### config.mk
export PLATFORM = sky130hd
export DESIGN_NAME = rs_slot_alloc_flat
export DESIGN_NICKNAME = d
export VERILOG_FILES = /design/src/rtl/rs_pkg.sv /design/src/rtl/rs_slot_alloc_if.sv /design/src/rtl/rs_prio_enc.sv /design/src/rtl/rs_slot_alloc.sv /design/src/flat_wrapper.sv
export SDC_FILE = /design/constraint.sdc
export NUM_CORES = 1
export LEC_CHECK = 0
export CORE_ASPECT_RATIO = 0.9
export CORE_MARGIN = 2
export CORE_UTILIZATION = 28
export DETAILED_ROUTE_END_ITERATION = 10
export PLACE_DENSITY = 0.59
export SYNTH_ARGS = -nofsm -noshare
export SYNTH_HDL_FRONTEND = slang
export SYNTH_SLANG_ARGS = --single-unit
### constraint.sdc
create_clock -name clk -period 3.3 [get_ports clk]
set_input_delay 0.66 -clock clk [delete_from_list [all_inputs] [get_ports clk]]
set_output_delay 0.66 -clock clk [all_outputs]
set_load 0.02 [all_outputs]
### src/rtl/rs_pkg.sv
// Shared constants and helpers for the reservation-station slot manager.
//   idx_w(n)        : index width for an n-entry structure
//   RS_ALU_ENTRIES  : entry count of the ALU station
//   RS_BR_ENTRIES   : entry count of the branch station
package rs_pkg;

    localparam int RS_ALU_ENTRIES = 6;
    localparam int RS_BR_ENTRIES  = 3;

    function automatic int idx_w(input int n);
        return $clog2(n);
    endfunction

endpackage

### src/rtl/rs_slot_alloc_if.sv
// Dispatch / issue bus of one reservation station.
//   master : core side (drives rdy, flush, alloc_*, wake_mask, issue_ack)
//   slave  : rs_slot_alloc (drives free_*, issue_*, free_cnt)
interface rs_slot_alloc_if
    import rs_pkg::*;
#(
    parameter int ENTRIES = RS_ALU_ENTRIES
);
    localparam int IDX_W = idx_w(ENTRIES);
    localparam int CNT_W = $clog2(ENTRIES + 1);

    logic               rdy;
    logic               flush;
    logic               free_vld_1;
    logic               free_vld_2;
    logic [IDX_W-1:0]   free_idx_1;
    logic [IDX_W-1:0]   free_idx_2;
    logic               alloc_1;
    logic               alloc_2;
    logic               alloc_rdy_1;
    logic               alloc_rdy_2;
    logic [ENTRIES-1:0] wake_mask;
    logic               issue_vld;
    logic [IDX_W-1:0]   issue_idx;
    logic               issue_ack;
    logic [CNT_W-1:0]   free_cnt;

    modport master (
        output rdy, flush, alloc_1, alloc_2, alloc_rdy_1, alloc_rdy_2,
               wake_mask, issue_ack,
        input  free_vld_1, free_vld_2, free_idx_1, free_idx_2,
               issue_vld, issue_idx, free_cnt
    );

    modport slave (
        input  rdy, flush, alloc_1, alloc_2, alloc_rdy_1, alloc_rdy_2,
               wake_mask, issue_ack,
        output free_vld_1, free_vld_2, free_idx_1, free_idx_2,
               issue_vld, issue_idx, free_cnt
    );

endinterface

### src/rtl/rs_prio_enc.sv
// First / second set-bit finder.
//   vec                    : input vector
//   first_vld, first_idx   : lowest set bit (idx 0 when none)
//   second_vld, second_idx : next set bit above it (idx 0 when none)
module rs_prio_enc
    import rs_pkg::*;
#(
    parameter int N = 6
) (
    input  logic [N-1:0]          vec,
    output logic                  first_vld,
    output logic [idx_w(N)-1:0]   first_idx,
    output logic                  second_vld,
    output logic [idx_w(N)-1:0]   second_idx
);
    localparam int W = idx_w(N);

    always_comb begin
        first_vld  = 1'b0;
        first_idx  = '0;
        second_vld = 1'b0;
        second_idx = '0;
        for (int i = 0; i < N; i++) begin
            if (vec[i]) begin
                if (!first_vld) begin
                    first_vld = 1'b1;
                    first_idx = W'(i);
                end else if (!second_vld) begin
                    second_vld = 1'b1;
                    second_idx = W'(i);
                end
            end
        end
    end

endmodule

### src/rtl/rs_slot_alloc.sv
// Reservation-station slot manager: tracks busy/ready per entry, offers the
// two lowest free slots to dispatch, selects one ready entry for issue.
//   clk, rst : clock, synchronous active-high reset
//   bus      : rs_slot_alloc_if.slave (dispatch, wakeup, issue, flush, rdy)
// Build option RS_AGE_SELECT_EN: issue picks the oldest ready entry using an
// ENTRIES x ENTRIES age matrix; otherwise the lowest-index ready entry.
// All outputs depend on registered state only.
module rs_slot_alloc
    import rs_pkg::*;
#(
    parameter int ENTRIES = RS_ALU_ENTRIES
) (
    input  logic           clk,
    input  logic           rst,
    rs_slot_alloc_if.slave bus
);
    localparam int IDX_W = idx_w(ENTRIES);
    localparam int CNT_W = $clog2(ENTRIES + 1);

    logic [ENTRIES-1:0] busy_q, busy_d, ready_q, ready_d;
    logic [ENTRIES-1:0] cand;
    logic               a1_fire, a2_fire, issue_fire;

    rs_prio_enc #(.N(ENTRIES)) u_free_enc (
        .vec        (~busy_q),
        .first_vld  (bus.free_vld_1),
        .first_idx  (bus.free_idx_1),
        .second_vld (bus.free_vld_2),
        .second_idx (bus.free_idx_2)
    );

    assign cand = busy_q & ready_q;

`ifdef RS_AGE_SELECT_EN
    // age_q[j][i] set: entry j is older than entry i.
    logic [ENTRIES-1:0][ENTRIES-1:0] age_q, age_d;
    logic [ENTRIES-1:0]              oldest;

    always_comb begin
        oldest        = '0;
        bus.issue_vld = |cand;
        bus.issue_idx = '0;
        for (int i = 0; i < ENTRIES; i++) begin
            oldest[i] = cand[i];
            for (int j = 0; j < ENTRIES; j++)
                if (j != i && cand[j] && age_q[j][i]) oldest[i] = 1'b0;
        end
        for (int i = 0; i < ENTRIES; i++)
            if (oldest[i]) bus.issue_idx = IDX_W'(i);
    end

    // A new entry is younger than everything already busy; on a dual
    // allocation the second slot is also younger than the first.
    always_comb begin
        age_d = age_q;
        if (bus.flush) begin
            age_d = '0;
        end else if (bus.rdy) begin
            if (a1_fire) begin
                for (int j = 0; j < ENTRIES; j++) age_d[bus.free_idx_1][j] = 1'b0;
                for (int j = 0; j < ENTRIES; j++) age_d[j][bus.free_idx_1] = busy_q[j];
            end
            if (a2_fire) begin
                for (int j = 0; j < ENTRIES; j++) age_d[bus.free_idx_2][j] = 1'b0;
                for (int j = 0; j < ENTRIES; j++)
                    age_d[j][bus.free_idx_2] = busy_q[j] || (IDX_W'(j) == bus.free_idx_1);
            end
        end
    end

    always_ff @(posedge clk) begin
        if (rst) age_q <= '0;
        else     age_q <= age_d;
    end
`else
    logic             unused_issue_vld2;
    logic [IDX_W-1:0] unused_issue_idx2;

    rs_prio_enc #(.N(ENTRIES)) u_issue_enc (
        .vec        (cand),
        .first_vld  (bus.issue_vld),
        .first_idx  (bus.issue_idx),
        .second_vld (unused_issue_vld2),
        .second_idx (unused_issue_idx2)
    );
`endif

    assign a1_fire    = bus.alloc_1 && bus.free_vld_1;
    assign a2_fire    = bus.alloc_1 && bus.alloc_2 && bus.free_vld_2;
    assign issue_fire = bus.issue_ack && bus.issue_vld;

    // Offered slots are never busy, so issue-clear and allocate-set cannot
    // target the same entry; wakeup is folded into the allocate write.
    always_comb begin
        busy_d  = busy_q;
        ready_d = ready_q;
        if (bus.flush) begin
            busy_d  = '0;
            ready_d = '0;
        end else if (bus.rdy) begin
            ready_d = ready_q | (bus.wake_mask & busy_q);
            if (issue_fire) begin
                busy_d[bus.issue_idx]  = 1'b0;
                ready_d[bus.issue_idx] = 1'b0;
            end
            if (a1_fire) begin
                busy_d[bus.free_idx_1]  = 1'b1;
                ready_d[bus.free_idx_1] = bus.alloc_rdy_1 | bus.wake_mask[bus.free_idx_1];
            end
            if (a2_fire) begin
                busy_d[bus.free_idx_2]  = 1'b1;
                ready_d[bus.free_idx_2] = bus.alloc_rdy_2 | bus.wake_mask[bus.free_idx_2];
            end
        end
    end

    always_ff @(posedge clk) begin
        if (rst) begin
            busy_q  <= '0;
            ready_q <= '0;
        end else begin
            busy_q  <= busy_d;
            ready_q <= ready_d;
        end
    end

    always_comb begin
        bus.free_cnt = CNT_W'(ENTRIES);
        for (int i = 0; i < ENTRIES; i++)
            bus.free_cnt = bus.free_cnt - CNT_W'(busy_q[i]);
    end

endmodule

### src/flat_wrapper.sv
// flat-port wrapper written by rule: the top's interface ports become plain ports
module rs_slot_alloc_flat import rs_pkg::*;
#(
    parameter int ENTRIES = RS_ALU_ENTRIES
)
  (clk, rst, bus_rdy, bus_flush, bus_alloc_1, bus_alloc_2, bus_alloc_rdy_1, bus_alloc_rdy_2, bus_wake_mask, bus_issue_ack, bus_free_vld_1, bus_free_vld_2, bus_free_idx_1, bus_free_idx_2, bus_issue_vld, bus_issue_idx, bus_free_cnt);
  rs_slot_alloc_if #(.ENTRIES(ENTRIES)) bus_i ();
  input  logic clk;
  input  logic rst;
  input wire logic [$bits(bus_i.rdy)-1:0] bus_rdy;
  input wire logic [$bits(bus_i.flush)-1:0] bus_flush;
  input wire logic [$bits(bus_i.alloc_1)-1:0] bus_alloc_1;
  input wire logic [$bits(bus_i.alloc_2)-1:0] bus_alloc_2;
  input wire logic [$bits(bus_i.alloc_rdy_1)-1:0] bus_alloc_rdy_1;
  input wire logic [$bits(bus_i.alloc_rdy_2)-1:0] bus_alloc_rdy_2;
  input wire logic [$bits(bus_i.wake_mask)-1:0] bus_wake_mask;
  input wire logic [$bits(bus_i.issue_ack)-1:0] bus_issue_ack;
  output wire logic [$bits(bus_i.free_vld_1)-1:0] bus_free_vld_1;
  output wire logic [$bits(bus_i.free_vld_2)-1:0] bus_free_vld_2;
  output wire logic [$bits(bus_i.free_idx_1)-1:0] bus_free_idx_1;
  output wire logic [$bits(bus_i.free_idx_2)-1:0] bus_free_idx_2;
  output wire logic [$bits(bus_i.issue_vld)-1:0] bus_issue_vld;
  output wire logic [$bits(bus_i.issue_idx)-1:0] bus_issue_idx;
  output wire logic [$bits(bus_i.free_cnt)-1:0] bus_free_cnt;
  assign bus_i.rdy = bus_rdy;
  assign bus_i.flush = bus_flush;
  assign bus_i.alloc_1 = bus_alloc_1;
  assign bus_i.alloc_2 = bus_alloc_2;
  assign bus_i.alloc_rdy_1 = bus_alloc_rdy_1;
  assign bus_i.alloc_rdy_2 = bus_alloc_rdy_2;
  assign bus_i.wake_mask = bus_wake_mask;
  assign bus_i.issue_ack = bus_issue_ack;
  assign bus_free_vld_1 = bus_i.free_vld_1;
  assign bus_free_vld_2 = bus_i.free_vld_2;
  assign bus_free_idx_1 = bus_i.free_idx_1;
  assign bus_free_idx_2 = bus_i.free_idx_2;
  assign bus_issue_vld = bus_i.issue_vld;
  assign bus_issue_idx = bus_i.issue_idx;
  assign bus_free_cnt = bus_i.free_cnt;
  rs_slot_alloc #(.ENTRIES(ENTRIES)) u_core (.clk(clk), .rst(rst), .bus(bus_i));
endmodule
# ---- Word level (Yosys, flattened, before mapping)
# Index checks and enable logic that the tools add are counted.
dict set report word_totals {
  inputBits 15
  output_inout_bits 15
  regBits 12
  word_cells 115
}
dict set report op_classes {
  n_bitwise 11
  mux 82
  order_cmp 6
  reduce_logical 8
  addsub 6
}
# cell n
set ops {}
lappend ops {{$mux 3} 28}
lappend ops {{$mux 6} 14}
lappend ops {{$mux 1} 33}
lappend ops {{$and 6x6->6} 4}
lappend ops {{$or 6x6->6} 3}
lappend ops {{$sub 3x1->3} 5}
lappend ops {{$bwmux 6} 2}
lappend ops {{$lt 3x4->1 const B} 3}
lappend ops {{$not 6->6} 2}
lappend ops {{$demux 1 s3} 3}
lappend ops {{$ge 3x1->1 const B} 3}
lappend ops {{$logic_and 1x1->1} 7}
lappend ops {{$bmux 1 s3} 2}
lappend ops {{$sub 2x2->3 const A} 1}
lappend ops {{$or 1x1->1} 2}
lappend ops {{$reduce_or 2->1} 1}

# ---- Longest topological paths before layout
# Gate-level depths: netlist of run 1.
dict set report logic_depth {
  word_depth 27
  mapped_depth 10
  ltp_nobuf 8
}

# ---- Cells and area by module
# Synthesis of run 1 repeated with hierarchy kept, for this count alone.
dict set report unflattened {
  hier_cells 242
  area_unflattened_um2 1794.2
}
# mod seq_area_each_um2 n_inst cells_each area_per_inst_um2
set by_module_without_submodules {}
lappend by_module_without_submodules {rs_slot_alloc 240.2 1 142 1103.6}
lappend by_module_without_submodules {rs_prio_enc 0.0 2 50 345.3}

# ---- Worst setup path after synthesis of run 1
# Ideal clock, no wire load.
dict set report synth_path {
  kind {flip-flop to output port}
  start {register u_core.busy_q[3]}
  end {output port bus_free_cnt[2]}
  stages_incl_launch_ff 10
  required_time_ps 2640
  arrival_ps 2431
  setup_slack_ps 209
  n_path_buf 2
  cell_sequence {dfxtp_1 > buf_6 > clkbuf_8 > inv_1 > fa_1 > inv_1 > ha_1 > fa_1 > ha_1 > xnor2_1}
}
dict set report synth_between {
  elab_chain_cells 3
}
# element line_no
set synth_rtl {}
lappend synth_rtl {{from (decl)} rs_slot_alloc.sv:20} ;# logic [ENTRIES-1:0] busy_q, busy_d, ready_q, ready_d;
lappend synth_rtl {{from (signal assigned)} rs_slot_alloc.sv:122} ;# busy_q <= busy_d;
lappend synth_rtl {{$sub 3x1->3 (3 in series)} rs_slot_alloc.sv:130} ;# bus.free_cnt = bus.free_cnt - CNT_W'(busy_q[i]);
lappend synth_rtl {{to (decl)} flat_wrapper.sv:24} ;# output wire logic [$bits(bus_i.free_cnt)-1:0] bus_free_cnt;
# No other way between the ends.

# ---- Worst setup path after layout of run 1
dict set report layout_path {
  start {register u_core.busy_q[3]}
  end {output port bus_free_cnt[1]}
}
# The elaborated chain is that of the path after synthesis.

==> results_dict.tcl, run 1 <==
set metrics [dict create \
    grt_pass1_wl_um 8340 \
    num_vias 1734 \
    slew_viol_final 0 \
    tightest_slew_ns 0.656 \
    grt_pass1_vias 1604 \
    dp_cells 308 \
    row_count 26 \
    finalInstanceArea_mm2 0.00202 \
    synth_area_mm2 0.00164 \
    path_cells "inv_1, fa_1, inv_1, ha_1, fa_1, ha_1, inv_1, dlygate4sd2_1" \
    cts_tree "built" \
    insertedDiodeCount 0 \
    timing.final.crit_share_pct 95.4 \
    vias_per_cell 5.56 \
    placed_area_mm2 0.00197 \
    seqCellArea_um2 240 \
    hold_violations 0 \
    synth_edf_count 0 \
    synth_simple_gate_area_share_pct 24.3 \
    crit_top_cell "inv_1" \
    holdPathStages 2 \
    clkTransAtPathRegs_ns 0.06 \
    fp.dieArea_mm2 0.00647 \
    drc 0 \
    clk_latency_ns 0.25 \
    postRouteWirelength_um 5150 \
    fill_cells 627 \
    cap_violations 0 \
    pre_cts_slack_ns 0.109 \
    outcome "complete, no violations" \
    vdd_drop_max_mv 0.105 \
    crit_required_ns 2.64 \
    crit_family "adder cells" \
    die_h_um 76.5 \
    synth_cell_types 65 \
    synth_top_family_by_area "compound AO/OA/AOI/OAI gates" \
    synthXorXnorAreaFrac_pct 1.07 \
    synthesis.instances 210 \
    holdPathEnd "u_core.ready_q[4]" \
    ys_seq_area_share_pct 14.7 \
    cts_max_path_buffers 2 \
    syn_nets 235 \
    finalClockSkew_ns 0.00478 \
    r2r-end "u_core.busy_q[1]" \
    overflow 0 \
    cp_slowest_stage_delay_ns 0.54 \
    setup_slack_ns 0.150 \
    cts_made_buffers 3 \
    worstPathArrival_ns 2.49 \
    grt_max_degree 23 \
    start_util_pct 28.9 \
    firstDrtPassIters 5 \
    power_uw 424 \
    power_density_mw_per_mm2 209 \
    endpoint_kind "output pin" \
    syn_area_per_cell_um2 7.79 \
    cp_max_fo 2 \
    multiInputGateArea_mm2 0.00120 \
    core_mm2 0.00566 \
    ant_nets 0 \
    areaGrowthSynthToFinish_pct 23.8 \
    finalSetupViolations 0 \
    synth_compound_area_share_pct 35.2 \
    gp_congestion 0.899 \
    io_pins 30 \
    cts.sinks 12 \
    die_x_um 84.6 \
    clock.fmax_mhz 318 \
    crit_buf_inv 4 \
    htreeDepth 1 \
    rr_startpoint "u_core.busy_q[0]" \
    ctsHoldBuffers 0 \
    synth_ff_type "dfxtp_1" \
    io_buffers 29 \
    drt-initial-drc-count 245 \
    yosys.area_share.adder_pct 10.3 \
    postCtsSetupBuffers 0 \
    maxSlewHeadroom_pct 56.0 \
    hold_start "u_core.ready_q[4]" \
    crit_type "reg -> out" \
    hold_path_class "reg -> reg" \
    antenna_found_initial 0 \
    clock_tree.root_cell "clkbuf_8" \
    rsz0062_at_grt "false" \
    drive_gt1_share_pct 14.5 \
    muxShareOfSynthArea_pct 2.45 \
    async_flop_share_pct 0 \
    crit_slowest_cell "fa_1" \
    p_leak_uw 0.000741 \
    yosysWarnings 0 \
    instances_no_fill 312 \
    nets 268 \
    drt-wirelength-per-cell_um 16.5 \
    grt_use_total_pct 15.9 \
    worstRegToRegCells 7 \
    ys_ff_latch 12 \
    startpoint_type "flip-flop" \
    r2r_slack_ns 0.69 \
    fin_tns_setup_ns 0 \
    dp_hpwl_um 4020 \
    finalCriticalPeriod_ns 3.15 \
]
-- worst reg2reg max path, stage by stage, from the launching register on --
cell and delay (ns):
dfxtp_1 0.32, buf_4 0.17, ha_2 0.27, maj3_1 0.37, a21oi_1 0.25, o2111ai_1 0.22
a211oi_1 0.62, o221a_2 0.33
-- power breakdown --
| part | leakage (uW) | total, uW | switching, uW | internal [uW] |
|---|---|---|---|---|
| Combinational | 0.000615 | 102 | 54.9 | 46.7 |
| Clock | 0.0000288 | 171 | 65.6 | 106 |
| Sequential | 0.0000971 | 151 | 3.07 | 147 |
| Total | 0.000741 | 424 | 124 | 300 |
-- Yosys cell counts (3+ instances only) --
cell | instances | area [um2]
a221oi_1 | 3 | 26.3
and2_1 | 3 | 18.8
nand3_1 | 8 | 40.0
mux2i_1 | 4 | 40.0
nor2_1 | 9 | 33.8
nand3b_1 | 3 | 22.5
o211ai_1 | 3 | 22.5
dfxtp_1 | 12 | 240
buf_6 | 3 | 33.8
clkbuf_1 | 3 | 11.3
a21boi_0 | 3 | 22.5
a31oi_1 | 4 | 25.0
inv_1 | 13 | 48.8
o21a_1 | 3 | 22.5
fa_1 | 3 | 60.1
nor3_1 | 4 | 20.0
ha_1 | 7 | 87.6
clkbuf_8 | 6 | 82.6
o21ai_0 | 14 | 70.1
and3_1 | 3 | 18.8
a21oi_1 | 12 | 60.1
nand2_1 | 24 | 90.1
a22oi_1 | 3 | 22.5
o2111ai_1 | 3 | 26.3
-- cells in the final DEF (no fill, tap or decap), types with 3 or more instances in the layout --
cell / Yosys / final
a31oi_1: 4 / 4
a22oi_1: 3 / 3
a21oi_1: 12 / 12
o211ai_1: 3 / 3
fa_1: 3 / 3
clkdlybuf4s50_1: 0 / 26
ha_1: 7 / 6
mux2i_1: 4 / 4
nand3b_1: 3 / 3
nor3_1: 4 / 4
and3_1: 3 / 3
o2111ai_1: 3 / 3
buf_4: 2 / 14
dfxtp_1: 12 / 12
a21boi_0: 3 / 3
clkbuf_8: 6 / 4
a221oi_1: 3 / 3
nand3_1: 8 / 8
o21ai_0: 14 / 14
nor2_1: 9 / 9
o21a_1: 3 / 3
inv_1: 13 / 13
nand2_1: 24 / 24
and2_1: 3 / 3
-- metrics by stage --
| step | hold slack, ns | utilization [%] |
|---|---|---|
| 2_1_floorplan | 0.471 | - |
| 3_3_place_gp | 0.508 | 34.8 |
| 3_5_place_dp | 0.504 | 34.8 |
| 4_1_cts | 0.514 | 35.7 |
| 5_1_grt | 0.551 | 35.8 |
| 6_report | 0.515 | 35.8 |
-- how the worst max path moves through the flow --
| stage | start | to | slack (ns) | cells past startpoint |
|---|---|---|---|---|
| final | u_core.busy_q[3] | bus_free_cnt[1] | 0.15 | 8 |
| after global routing | u_core.busy_q[1] | bus_free_idx_2[1] | 0.03 | 7 |
| after CTS | u_core.busy_q[0] | bus_free_idx_2[0] | 0.01 | 7 |
| after detailed placement | u_core.busy_q[3] | bus_free_cnt[2] | 0.11 | 8 |
| after global placement | u_core.busy_q[3] | bus_free_cnt[2] | 0.13 | 8 |
| after floorplan | u_core.busy_q[3] | bus_free_cnt[2] | 0.21 | 9 |
-- registers in the layout (all words and copies together) (netlist names) --
name	cells
u_core.ready_q	6
u_core.busy_q	6
-- kinds of logic (layout without fill, tap and decap cells) --
logic type / Yosys count / after routing
AO/OA/AOI/OAI: 79 / 79
AND/OR/NAND/NOR: 73 / 73
buffers and inverters: 28 / 60
adder cells (fa/ha/maj): 12 / 12
flip-flops: 12 / 12
multiplexers: 4 / 4
XOR/XNOR: 2 / 2
-- timing repair --
| action | in CTS | in global routing |
|---|---|---|
| gates resized for setup | 2 | 5 |
| cloned | 0 | 0 |
| pin swaps | 0 | 0 |
| setup endpoints to repair | 2 | 5 |
-- layer usage --
| metal | vias up | part of all wire, % | global-route usage (%) |
|---|---|---|---|
| li1 | 862 | - | - |
| met1 | 819 | 48 | 22.8 |
| met2 | 43 | 46 | 24.6 |
| met3 | 10 | 4.8 | 2.71 |
| met4 | 0 | 1.6 | 4.29 |
| met5 | - | 0 | 0 |
-- final cells by class --
type,instances,share of cell area [%]
flip-flops and latches,12,11.9
inverters,13,2.41
multi-input cells,170,59.3
well taps,70,4.33
repair buffers,43,19.3
clock buffers,4,2.72
Note: power is estimated with default switching activity, not from simulation.
==> inputs of run 2 (changes only) <==
- CORE_UTILIZATION: 28 -> 53
- MAX_ROUTING_LAYER: unset -> met4
- PLACE_DENSITY: 0.59 -> 0.92
==> run 2 against run 1 <==
Clock skew shrank 0.0037 ns; count of clock-buffer cells in the layout unchanged; critical path depth is the same; design area is 4.4% lower; critical path type unchanged.
==> results_dict.tcl, run 2 (synthesis gave the netlist of run 1 again) <==
set metrics [dict create \
    die_x_um 62.6 \
    endpoint_kind "output pin" \
    worstRegToRegCells 10 \
    maxSlewHeadroom_pct 58.4 \
    crit_slowest_cell "fa_1" \
    grt_max_degree 23 \
    gp_congestion 0.974 \
    worstPathArrival_ns 2.53 \
    r2r_slack_ns 0.55 \
    p_leak_uw 0.000720 \
    nets 263 \
    startpoint "u_core.busy_q[3]" \
    finalSetupViolations 0 \
    io_buffers 29 \
    htreeDepth 1 \
    crit_required_ns 2.64 \
    clock_tree.root_cell "clkbuf_4" \
    dp_hpwl_um 3490 \
    final_cell_mix "25 x clkdlybuf4s50_1, 24 x nand2_1, 14 x o21ai_0" \
    cts.sinks 12 \
    timing.final.crit_share_pct 96.8 \
    grt_use_total_pct 27.8 \
    die_h_um 56.7 \
    finalCriticalPeriod_ns 3.19 \
    antenna_found_initial 0 \
    grt_pass1_wl_um 7950 \
    cp_slowest_stage_delay_ns 0.52 \
    ant_nets 0 \
    drive_gt1_share_pct 12.2 \
    drc 0 \
    fin_tns_setup_ns 0 \
    cts_tree "built" \
    clk_latency_ns 0.28 \
    fp.dieArea_mm2 0.00355 \
    clock.fmax_mhz 313 \
    rr_startpoint "u_core.busy_q[0]" \
    startpoint_type "flip-flop" \
    drt-initial-drc-count 262 \
    grt_pass1_vias 1709 \
    core_mm2 0.00300 \
    vdd_drop_max_mv 0.175 \
    hold_path_class "reg -> reg" \
    io_pins 30 \
    vias_per_cell 6.58 \
    outcome "complete, no violations" \
    start_util_pct 54.6 \
    drt-wirelength-per-cell_um 16.4 \
    slew_viol_final 0 \
    ctsHoldBuffers 0 \
    crit_end "bus_free_cnt[2]" \
    cts_max_path_buffers 2 \
    cap_violations 0 \
    clkTransAtPathRegs_ns 0.09 \
    postRouteWirelength_um 4580 \
    hold_ws_ns 0.530 \
    num_vias 1835 \
    power_density_mw_per_mm2 191 \
    rsz0062_at_grt "false" \
    r2r-end "u_core.ready_q[3]" \
    postCtsSetupBuffers 0 \
    cp_max_fo 2 \
    tightest_slew_ns 0.606 \
    hold_violations 0 \
    layout_commonest_cell "clkdlybuf4s50_1" \
    finalClockSkew_ns 0.00108 \
    largestRegisters "u_core.busy_q x6, u_core.ready_q x6" \
    cts_made_buffers 3 \
    insertedDiodeCount 0 \
    path_cells "inv_1, fa_1, inv_1, ha_1, fa_1, ha_1, xnor2_1, dlygate4sd2_1" \
    crit_type "reg -> out" \
    row_count 19 \
    overflow 0 \
    areaGrowthSynthToFinish_pct 18.4 \
    firstDrtPassIters 5 \
]
## run 2: changes by cell type in the layout (fill, tap and decap cells not counted)
| cell | before | now |
|---|---|---|
| buf_4 | 14 | 9 |
| clkbuf_4 | 0 | 3 |
| clkbuf_8 | 4 | 1 |
| dlygate4sd2_1 | 1 | 3 |
| clkbuf_2 | 1 | 0 |
| clkdlybuf4s50_1 | 26 | 25 |
## run 2: what timing repair did
item                                   in CTS  in global routing
resized for setup                           3                  2
endpoints found under the hold margin       0                  0
setup endpoints to repair                   3                  1
pin swaps                                   0                  0
cloned                                      0                  0
## run 2: power by group
part	internal, uW	switching [uW]
Sequential	147	3.15
Combinational	42.7	52.2
Clock	67.2	57.6
## run 2: metal layers
metal / part of all wire (%) / GRT usage (%) / up-vias
li1: - / - / 847
met5: 0 / - / -
met3: 10 / 4.21 / 19
met4: 2.7 / 9.84 / 0
met2: 47 / 44.9 / 115
met1: 40 / 35.5 / 854
## run 2: critical path: cells and delay by family, from the launching register on
family | cells | cell delay (ns)
adders and majority gates | 4 | 1.35
xor gates and xnor gates | 1 | 0.12
DFF | 1 | 0.34
buffers and inverters | 3 | 0.44
## run 2: cell type report
cell class / count / area [um2]
clock buffer: 4 / 36.3
inverter: 13 / 48.8
sequential: 12 / 240
tap: 42 / 52.6
fill: 278 / 1060
multi-input combinational: 170 / 1200
timing repair buffer: 38 / 357
## run 2: worst min-delay path by stage
| stage | endpoint | start | slack (ns) | cells after the start |
|---|---|---|---|---|
| 2_1_floorplan | u_core.ready_q[5] | u_core.ready_q[5] | 0.47 | 2 |
| 3_3_place_gp | u_core.ready_q[5] | u_core.ready_q[5] | 0.50 | 2 |
| 3_5_place_dp | u_core.ready_q[5] | u_core.ready_q[5] | 0.51 | 2 |
| 4_1_cts | u_core.ready_q[5] | u_core.ready_q[5] | 0.53 | 2 |
| 5_1_grt | u_core.ready_q[5] | u_core.ready_q[5] | 0.55 | 2 |
| 6_report | u_core.ready_q[5] | u_core.ready_q[5] | 0.53 | 2 |
## run 2: stage by stage
| stage | power, uW | area (um2) | worst slack (ns) | instances | util [%] |
|---|---|---|---|---|---|
| after detailed placement | 248 | 1900 | 0.119 | 275 | 63.4 |
| after floorplan | 209 | 1640 | 0.209 | 210 | - |
| after CTS | 365 | 1930 | 0.0516 | 279 | 64.5 |
| final | 370 | 1940 | 0.107 | 279 | 64.6 |
| after global routing | 381 | 1940 | 0.0174 | 279 | 64.6 |
| after global placement | 246 | 1900 | 0.144 | 275 | 63.4 |
